## src/rtl/frac_scale_stepper_pkg.sv

```systemverilog
// Shared types, default widths and pad helper for the fractional scale stepper.
package frac_scale_pkg;

   typedef enum logic [1:0] {
      IDLE   = 2'd0,
      DIVIDE = 2'd1,
      RUN    = 2'd2
   } fss_state_t;

   localparam int unsigned FSS_BITWIDTH_DEF  = 10;
   localparam int unsigned FSS_FRACWIDTH_DEF = 16;
   localparam int unsigned FSS_CENTRE_DEF    = 1;

   // Leading blank steps; any odd remainder of the padding lands after the span.
   function automatic logic [31:0] pad_calc(input logic        centre,
                                            input logic [31:0] window,
                                            input logic [31:0] len);
      logic [31:0] diff;
      diff = window - len;
      if (centre && (window > len)) begin
         return diff >> 1;
      end
      return '0;
   endfunction

endpackage

```

## src/rtl/frac_scale_stepper_seq_udiv.sv

```systemverilog
// Restoring unsigned divider, one quotient bit per cycle, req/ack handshake.
module seq_udiv #(
   parameter int unsigned N = 26
) (
   input  logic         clk,
   input  logic         reset,
   input  logic         req,
   input  logic [N-1:0] dividend,
   input  logic [N-1:0] divisor,
   output logic         busy,
   output logic         ack,
   output logic [N-1:0] quotient,
   output logic [N-1:0] remainder
);

   localparam int unsigned CW = $clog2(N + 1);

   logic [N-1:0]  quo_q, quo_d;
   logic [N-1:0]  rem_q, rem_d;
   logic [N-1:0]  div_q, div_d;
   logic [CW-1:0] cnt_q, cnt_d;
   logic          busy_q, busy_d;
   logic          ack_q, ack_d;
   logic [N:0]    partial;
   logic          ge;

   always_comb begin
      partial = {rem_q, quo_q[N-1]};
      ge      = (partial >= {1'b0, div_q});
      quo_d   = quo_q;
      rem_d   = rem_q;
      div_d   = div_q;
      cnt_d   = cnt_q;
      busy_d  = busy_q;
      ack_d   = 1'b0;
      if (req) begin
         quo_d  = dividend;
         rem_d  = '0;
         div_d  = divisor;
         cnt_d  = CW'(N);
         busy_d = 1'b1;
      end else if (busy_q) begin
         quo_d = {quo_q[N-2:0], ge};
         rem_d = ge ? N'(partial - {1'b0, div_q}) : partial[N-1:0];
         cnt_d = cnt_q - CW'(1);
         if (cnt_q == CW'(1)) begin
            busy_d = 1'b0;
            ack_d  = 1'b1;
         end
      end
   end

   always_ff @(posedge clk or posedge reset) begin
      if (reset) begin
         quo_q  <= '0;
         rem_q  <= '0;
         div_q  <= '0;
         cnt_q  <= '0;
         busy_q <= 1'b0;
         ack_q  <= 1'b0;
      end else begin
         quo_q  <= quo_d;
         rem_q  <= rem_d;
         div_q  <= div_d;
         cnt_q  <= cnt_d;
         busy_q <= busy_d;
         ack_q  <= ack_d;
      end
   end

   assign busy      = busy_q;
   assign ack       = ack_q;
   assign quotient  = quo_q;
   assign remainder = rem_q;

endmodule

```

## src/rtl/frac_scale_stepper.sv

```systemverilog
// Per-axis fractional source-coordinate stepper with centred letterbox pad.
// Define FRAC_SCALE_STEPPER_ROUND_EN for a round-to-nearest step.
module frac_scale_stepper
   import frac_scale_pkg::*;
#(
   parameter int unsigned BITWIDTH  = FSS_BITWIDTH_DEF,
   parameter int unsigned FRACWIDTH = FSS_FRACWIDTH_DEF,
   parameter int unsigned CENTRE    = FSS_CENTRE_DEF
) (
   input  logic                 clk,
   input  logic                 reset,
   input  logic [BITWIDTH-1:0]  src_len,
   input  logic [BITWIDTH-1:0]  dst_len,
   input  logic [BITWIDTH-1:0]  dst_window,
   input  logic                 cfg_req,
   output logic                 cfg_ack,
   output logic                 busy,
   input  logic                 step_reset,
   input  logic                 step_in,
   output logic                 step_out,
   output logic [BITWIDTH-1:0]  whole,
   output logic [FRACWIDTH-1:0] fraction,
   output logic [BITWIDTH-1:0]  advance,
   output logic                 blank
);

   localparam int unsigned ACCW = BITWIDTH + FRACWIDTH;

   fss_state_t          state_q, state_d;
   logic [BITWIDTH-1:0] src_q, src_d;
   logic [BITWIDTH-1:0] dst_q, dst_d;
   logic [BITWIDTH-1:0] pad_len_q, pad_len_d;
   logic                zero_len_q, zero_len_d;
   logic [ACCW-1:0]     step_q, step_d;
   logic [ACCW-1:0]     acc_q, acc_d;
   logic [BITWIDTH-1:0] cnt_q, cnt_d;
   logic [BITWIDTH-1:0] pad_cnt_q, pad_cnt_d;
   logic                cfg_ack_q, cfg_ack_d;
   logic                step_out_q, step_out_d;
   logic [BITWIDTH-1:0] whole_q, whole_d;
   logic [FRACWIDTH-1:0] frac_q, frac_d;
   logic [BITWIDTH-1:0] adv_q, adv_d;
   logic                blank_q, blank_d;

   logic                div_req;
   logic                div_ack;
   logic                div_busy_unused;
   logic [ACCW-1:0]     div_quo;
   logic [ACCW-1:0]     div_rem_unused;
   logic [ACCW-1:0]     dividend;
   logic [ACCW:0]       acc_sum;
   logic [ACCW-1:0]     acc_next;
   logic [BITWIDTH-1:0] acc_int;
   logic [BITWIDTH-1:0] next_int;

`ifdef FRAC_SCALE_STEPPER_ROUND_EN
   assign dividend = {src_len, {FRACWIDTH{1'b0}}} + ACCW'(dst_len >> 1);
`else
   assign dividend = {src_len, {FRACWIDTH{1'b0}}};
`endif

   seq_udiv #(.N(ACCW)) u_div (
      .clk       (clk),
      .reset     (reset),
      .req       (div_req),
      .dividend  (dividend),
      .divisor   (ACCW'(dst_len)),
      .busy      (div_busy_unused),
      .ack       (div_ack),
      .quotient  (div_quo),
      .remainder (div_rem_unused)
   );

   // Accumulator saturates instead of wrapping so the limit guard always trips.
   assign acc_sum  = {1'b0, acc_q} + {1'b0, step_q};
   assign acc_next = acc_sum[ACCW] ? '1 : acc_sum[ACCW-1:0];
   assign acc_int  = acc_q[ACCW-1:FRACWIDTH];
   assign next_int = acc_next[ACCW-1:FRACWIDTH];

   always_comb begin
      state_d    = state_q;
      src_d      = src_q;
      dst_d      = dst_q;
      pad_len_d  = pad_len_q;
      zero_len_d = zero_len_q;
      step_d     = step_q;
      acc_d      = acc_q;
      cnt_d      = cnt_q;
      pad_cnt_d  = pad_cnt_q;
      cfg_ack_d  = cfg_ack_q;
      step_out_d = 1'b0;
      whole_d    = whole_q;
      frac_d     = frac_q;
      adv_d      = adv_q;
      blank_d    = blank_q;
      div_req    = 1'b0;

      if (cfg_req) begin
         state_d    = DIVIDE;
         src_d      = src_len;
         dst_d      = dst_len;
         pad_len_d  = BITWIDTH'(pad_calc(CENTRE != 0, 32'(dst_window), 32'(dst_len)));
         zero_len_d = (dst_len == '0);
         cfg_ack_d  = 1'b0;
         div_req    = 1'b1;
      end else begin
         case (state_q)
            DIVIDE: begin
               if (zero_len_q || div_ack) begin
                  state_d   = RUN;
                  cfg_ack_d = 1'b1;
                  step_d    = zero_len_q ? '1 : div_quo;
                  acc_d     = '0;
                  cnt_d     = '0;
                  pad_cnt_d = pad_len_q;
               end
            end
            RUN: begin
               if (step_reset) begin
                  acc_d     = '0;
                  cnt_d     = '0;
                  pad_cnt_d = pad_len_q;
               end else if (step_in) begin
                  step_out_d = 1'b1;
                  if (pad_cnt_q != '0) begin
                     pad_cnt_d = pad_cnt_q - BITWIDTH'(1);
                     blank_d   = 1'b1;
                     whole_d   = '0;
                     frac_d    = '0;
                     adv_d     = '0;
                  end else if ((cnt_q >= dst_q) || (acc_int >= src_q)) begin
                     blank_d = 1'b1;
                     whole_d = acc_int;
                     frac_d  = '0;
                     adv_d   = '0;
                  end else begin
                     blank_d = 1'b0;
                     whole_d = acc_int;
                     frac_d  = acc_q[FRACWIDTH-1:0];
                     adv_d   = next_int - acc_int;
                     acc_d   = acc_next;
                     cnt_d   = cnt_q + BITWIDTH'(1);
                  end
               end
            end
            default: ;
         endcase
      end
   end

   always_ff @(posedge clk or posedge reset) begin
      if (reset) begin
         state_q    <= IDLE;
         src_q      <= '0;
         dst_q      <= '0;
         pad_len_q  <= '0;
         zero_len_q <= 1'b0;
         step_q     <= '0;
         acc_q      <= '0;
         cnt_q      <= '0;
         pad_cnt_q  <= '0;
         cfg_ack_q  <= 1'b0;
         step_out_q <= 1'b0;
         whole_q    <= '0;
         frac_q     <= '0;
         adv_q      <= '0;
         blank_q    <= 1'b1;
      end else begin
         state_q    <= state_d;
         src_q      <= src_d;
         dst_q      <= dst_d;
         pad_len_q  <= pad_len_d;
         zero_len_q <= zero_len_d;
         step_q     <= step_d;
         acc_q      <= acc_d;
         cnt_q      <= cnt_d;
         pad_cnt_q  <= pad_cnt_d;
         cfg_ack_q  <= cfg_ack_d;
         step_out_q <= step_out_d;
         whole_q    <= whole_d;
         frac_q     <= frac_d;
         adv_q      <= adv_d;
         blank_q    <= blank_d;
      end
   end

   assign cfg_ack  = cfg_ack_q;
   assign busy     = (state_q == DIVIDE);
   assign step_out = step_out_q;
   assign whole    = whole_q;
   assign fraction = frac_q;
   assign advance  = adv_q;
   assign blank    = blank_q;

endmodule

```

## config.mk

```make
export PLATFORM = sky130hd
export DESIGN_NAME = frac_scale_stepper
export DESIGN_NICKNAME = d
export VERILOG_FILES = /design/src/rtl/frac_scale_stepper_pkg.sv /design/src/rtl/frac_scale_stepper_seq_udiv.sv /design/src/rtl/frac_scale_stepper.sv
export SDC_FILE = /design/constraint.sdc
export NUM_CORES = 1
export LEC_CHECK = 0
export ABC_AREA = 1
export BUFFER_PORTS_ARGS = -buffer_cell sky130_fd_sc_hd__buf_4
export CORE_UTILIZATION = 57
export CTS_CLUSTER_DIAMETER = 60
export DETAILED_ROUTE_END_ITERATION = 6
export GPL_TIMING_DRIVEN = 0
export PLACE_DENSITY_LB_ADDON = 0.1
export SKIP_LAST_GASP = 1
export SYNTH_ARGS = -nofsm -noshare
export SYNTH_HDL_FRONTEND = slang
export SYNTH_SLANG_ARGS = --single-unit
```

## constraint.sdc

```tcl
create_clock -name clk -period 13.3 [get_ports clk]
set_input_delay 0.665 -clock clk [delete_from_list [all_inputs] [get_ports clk]]
set_output_delay 0.665 -clock clk [all_outputs]
set_load 0.01 [all_outputs]
```

-- Yosys cells after proc, flatten, opt, wreduce, memory -nomap -nowiden
Cells that the tools add are included.
- muxes and demuxes: 54
- reductions and logical operators: 13
- bitwise logic cells: 2
- add/subtract/negate cells: 7
- order comparisons: 4
- equal/unequal tests: 8
- operators with widths (kind ; number):
    $mux 26 ; 12
    $mux 10 ; 14
    $pmux 26 s2 ; 1
    $pmux 10 s2 ; 2
    $mux 16 ; 2
    $add 26x26->27 ; 1
    $ge 27x10->1 ; 1
    $sub 26x10->26 ; 1
    $ge 10x10->1 ; 2
    $mux 1 ; 18
    $ne 3x3->1 const B ; 4
    $sub 10x10->11 ; 1
    $add 10x1->10 const B ; 1
    $gt 10x10->1 ; 1
    $logic_not 10->1 ; 1
    $mux 5 ; 2
    $reduce_bool 10->1 ; 1
    $sub 10x1->10 const B ; 1
    $sub 10x10->10 ; 1
    $reduce_bool 2->1 ; 4
    $mux 2 ; 3
    $reduce_and 6->1 ; 1
    $eq 5x1->1 const B ; 1
    $reduce_and 5->1 ; 1
    other kinds (9) ; 11
- register bits: 213
- output and inout port bits: 40
- logic and storage cells: 109
- input port bits: 35

-- Logic depth before layout (Yosys ltp)
- word-level depth: 7
- gate-level depth with buffers: 23
- gate-level depth less buffers: 22

-- Modules after synthesis
A second synthesis with hierarchy kept.
- cell total of the unflattened synthesis: 2022
- area total of the unflattened synthesis: 14744.1 um^2
- by module, submodules not included (module ; cells an instance ; instances ; sequential area each (um^2) ; area each (um^2)):
    frac_scale_stepper ; 1178 ; 1 ; 3579.7 ; 9004.9
    seq_udiv ; 844 ; 1 ; 2127.0 ; 5739.3

-- Worst setup path after synthesis
Ideal clock, no wire load.
- path kind: register to register
- start point: register acc_q[0]
- end point: register adv_q[8] (netlist: advance[8])
- path slack: 10142 ps
- setup time: 117 ps
- data required time: 13183 ps
- path buffers: 0
- clock period less this slack: 3158 ps
- arrival time: 3041 ps
- cell stages (with the launch flop): 21
- cells stage by stage: dfrtp_1 > ha_1 > inv_1 > fa_1 > inv_1 > a31oi_1 > o21bai_1 > nand3_1 > nand2_1 > xor2_1 > nor2_1 > ha_1 > inv_1 > fa_1 > nand3_1 > nand2_1 > nand4_1 > o211ai_1 > or2_2 > nand3_1 > nand2_1
- word-level cells in the longest chain between the ends: 5
- RTL lines (item ; RTL line ; text):
    start, declared ; frac_scale_stepper.sv:35 ; logic [ACCW-1:0] acc_q, acc_d;
    start signal, assigned ; frac_scale_stepper.sv:159 ; acc_q <= '0;
    start signal, assigned ; frac_scale_stepper.sv:175 ; acc_q <= acc_d;
    $add 26x26->27 ; frac_scale_stepper.sv:75 ; assign acc_sum = {1'b0, acc_q} + {1'b0, step_q};
    $mux 26 ; frac_scale_stepper.sv:76 ; assign acc_next = acc_sum[ACCW] ? '1 : acc_sum[ACCW-1:0];
    $sub 10x10->10 ; frac_scale_stepper.sv:140 ; adv_d = next_int - acc_int;
    $mux 10 ; frac_scale_stepper.sv:131 ; end else if ((cnt_q >= dst_q) || (acc_int >= src_q)) begin
    $mux 10 ; frac_scale_stepper.sv:125 ; if (pad_cnt_q != '0) begin
    end signal, assigned ; frac_scale_stepper.sv:182 ; adv_q <= adv_d;
    end, declared ; frac_scale_stepper.sv:42 ; logic [BITWIDTH-1:0] adv_q, adv_d;
Every way passes these cells.
A chain may end at the register's enable or synchronous reset.

-- Worst setup path in the final report
- start point: register step_q[8]
- end point: register adv_q[8] (netlist: advance[8])
- word-level cells in the longest chain between the ends: 5
- RTL lines (item ; RTL line ; text):
    start, declared ; frac_scale_stepper.sv:34 ; logic [ACCW-1:0] step_q, step_d;
    start signal, assigned ; frac_scale_stepper.sv:174 ; step_q <= step_d;
    $add 26x26->27 ; frac_scale_stepper.sv:75 ;
    $mux 26 ; frac_scale_stepper.sv:76 ;
    $sub 10x10->10 ; frac_scale_stepper.sv:140 ;
    $mux 10 ; frac_scale_stepper.sv:131 ;
    $mux 10 ; frac_scale_stepper.sv:125 ;
Every way passes these cells.

==> reports/metrics.yaml <==
antenna-diode-count: 0
cts_setup_buffers: 0
initial_utilization: 0.580
endpoint_kind: "flip-flop"
area.growth.synth_to_final_pct: 13.8
gr-usage-all-layers: 0.317
synthFlopType: "dfrtp_1"
post-route-period-util: 0.300
path_class: "reg -> reg"
final-hold-violation-count: 0
io_pins: 75
skew_ps: 14.2
min_period_ps: 3980
mostFrequentLayoutCells: "383 x nand2_1, 224 x inv_1, 201 x dfrtp_1"
power_density_nw_per_um2: 164
dpl_worst_slack_ps: 9370
via_per_inst: 5.60
syn-cell-area_um2: 12600
grt-ovfl-total: 0
peakVddDrop_mv: 0.127
clkTransAtPathRegs_ps: 60
synth.distinct_cells: 51
hold_class: "in -> async"
p_total_w: 0.00235
synth_edf_count: 0
arrival_ps: 4400
wl_um: 34900
synthSimpleGateAreaFrac: 0.241
drv_cap: 0
place.gp.congestion: 0.955
hpwl_um: 27300
setup_slack_ps: 9320
finalMaxSlewViolations: 0
root_buffer: "clkbuf_16"
cts_resized: 0
die_h_um: 151
synth.area.mux_share: 0
cts_max_path_buffers: 3
port_buffers: 73
cts_max_level: 1
synthAdderAreaFrac: 0.0867
cp-start-kind: "flip-flop"
synth_cells: 1648
wl_per_cell_um: 17.0
relSlewSlack: 0.484
cp_max_fo: 8
drc: 0
async_reset_ff_frac: 1.00
synth_compound_area_frac: 0.153
synth_top_family_by_area: "simple AND/OR/NAND/NOR gates"
clk-insertion-delay-late_ps: 530
grt_pass1_wl_um: 55800
tritoncts_num_sinks: 202
rsz0062_at_grt: "false"
cts_made_buffers: 24
drtIter0Drc: 743
final_area_um2: 14300
synth-seq-area-share: 0.401
final_nets: 1868
dr.pass1.iters: 6
syn_nets: 1768
fmax_mhz: 251
outcome: "finished clean"
die_w_um: 151
crit_required_ps: 13710
ys_seq_elements: 202
p_leak_nw: 7.25
rows: 54
dr_total_vias: 11465
ys_warn_count: 0
final-setup-viol-count: 0
antenna_found_initial: 0
grt_pass1_vias: 10900
core-area_um2: 21800
tightest_slew_ps: 773
placed_cell_area_um2: 13500
tns_ps: 0
synth_area_per_cell_um2: 7.65
postRouteAntennaNets: 0
synth-xor-area-share: 0.0306
postCtsHoldBufs: 0
die-area_um2: 22700
cts_tree: "yes"
grt_max_degree: 122
layout-drive-gt1-share: 0.0968
holdWs_ps: 220
final_common_cell: "nand2_1"
-- path summary, 6_finish.rpt --
check,end,start,slack (ps),cells after the start
max reg2reg,advance[8],step_q[8],9320,20
min,pad_cnt_q[4],reset,220,2
min reg2reg,fraction[14],fraction[14],480,2
min in group clk,dst_q[6],dst_len[6],350,3
max in group asynchronous,whole[4],reset,12070,3
max,advance[8],step_q[8],9320,20
-- power by group --
part           internal, W  total, W  switching [W]
clock network     0.000401  0.000667       0.000266
logic             0.000324  0.000917       0.000593
registers         0.000697  0.000769      0.0000729
-- area by class of cell --
type | count | area, um2
Timing Repair Buffer | 74 | 576
Clock buffer | 33 | 686
Inverter | 232 | 881
Fill cell | 1900 | 7410
Buffer | 49 | 234
Sequential cell | 202 | 5060
Clock inverter | 11 | 118
Multi-Input combinational cell | 1165 | 6450
Tap cell | 280 | 350
-- metal layers --
metal | vias to the layer above | part of all wire | track usage
met2 | 330 | 0.46 | 0.521
met1 | 5385 | 0.45 | 0.423
met4 | 0 | 0.031 | 0.112
met5 | - | 0 | 0
li1 | 5675 | - | -
met3 | 75 | 0.058 | 0.0482
-- cell usage after synthesis (2+ instances only) --
| library cell | number | area (um2) |
|---|---|---|
| o22ai_1 | 18 | 113 |
| o21bai_1 | 16 | 120 |
| ha_1 | 81 | 1010 |
| fa_1 | 4 | 80.1 |
| or2_2 | 12 | 75.1 |
| buf_2 | 6 | 30.0 |
| xnor2_1 | 7 | 61.3 |
| nor2_2 | 2 | 12.5 |
| o31ai_1 | 20 | 150 |
| o211ai_1 | 15 | 113 |
| o21ai_0 | 122 | 611 |
| inv_1 | 225 | 845 |
| a21o_1 | 6 | 45.0 |
| o21ai_1 | 16 | 80.1 |
| nand3_2 | 4 | 40.0 |
| nand4_1 | 27 | 169 |
| xor2_1 | 37 | 324 |
| clkbuf_1 | 33 | 124 |
| nor2_4 | 2 | 22.5 |
| nor3_2 | 3 | 30.0 |
| a21oi_2 | 2 | 17.5 |
| a31o_2 | 3 | 26.3 |
| a31oi_1 | 26 | 163 |
| nor3b_1 | 3 | 22.5 |
| nand2_2 | 2 | 12.5 |
| buf_1 | 2 | 7.51 |
| nor2_1 | 131 | 492 |
| a21oi_1 | 81 | 405 |
| o221ai_1 | 6 | 52.6 |
| inv_2 | 5 | 18.8 |
| nand3_1 | 92 | 460 |
| nor4_1 | 12 | 75.1 |
| nor3_1 | 21 | 105 |
| buf_4 | 3 | 22.5 |
| nand2_1 | 383 | 1440 |
| buf_6 | 4 | 45.0 |
| dfrtp_1 | 201 | 5030 |
| o21ai_2 | 2 | 17.5 |
-- registers in the layout (all words and copies together) (netlist names) --
name / count
acc_q: 26
step_q: 26
u_div.quotient: 26
u_div.remainder: 26
fraction: 16
advance: 10
cnt_q: 10
dst_q: 10
pad_cnt_q: 10
pad_len_q: 10
src_q: 10
whole: 10
u_div.cnt_q: 5
state_q: 2
blank: 1
step_out: 1
u_div.ack: 1
u_div.busy: 1
zero_len_q: 1
-- worst max-delay path: stages (launching register included) --
cell and delay, ps:
dfrtp_1 420, ha_1 370, nand2_1 180, inv_1 60
a21oi_1 310, nand3_1 280, nand2_1 130, inv_1 40
nor2_1 160, inv_2 130, nor2_1 220, ha_1 210
inv_1 80, fa_1 400, nand3_1 100, nand2_1 110
nand4_1 110, o211ai_1 100, or2_2 280, nand3_1 120
nand2_1 60
-- metrics by stage --
stage	cells	utilization
finish	2046	0.660
detailed placement	2002	0.623
CTS	2046	0.660
global placement	2001	0.621
global route	2046	0.660
floorplan	1648	-
-- kinds of logic (layout without fill, tap and decap cells) --
family | Yosys count | after routing
simple gates | 701 | 701
flops | 202 | 202
buf+inv | 281 | 399
fa+ha+maj | 85 | 85
xor+xnor | 44 | 44
compound gates | 335 | 335
No activity file was read; power rests on OpenSTA's default activity.
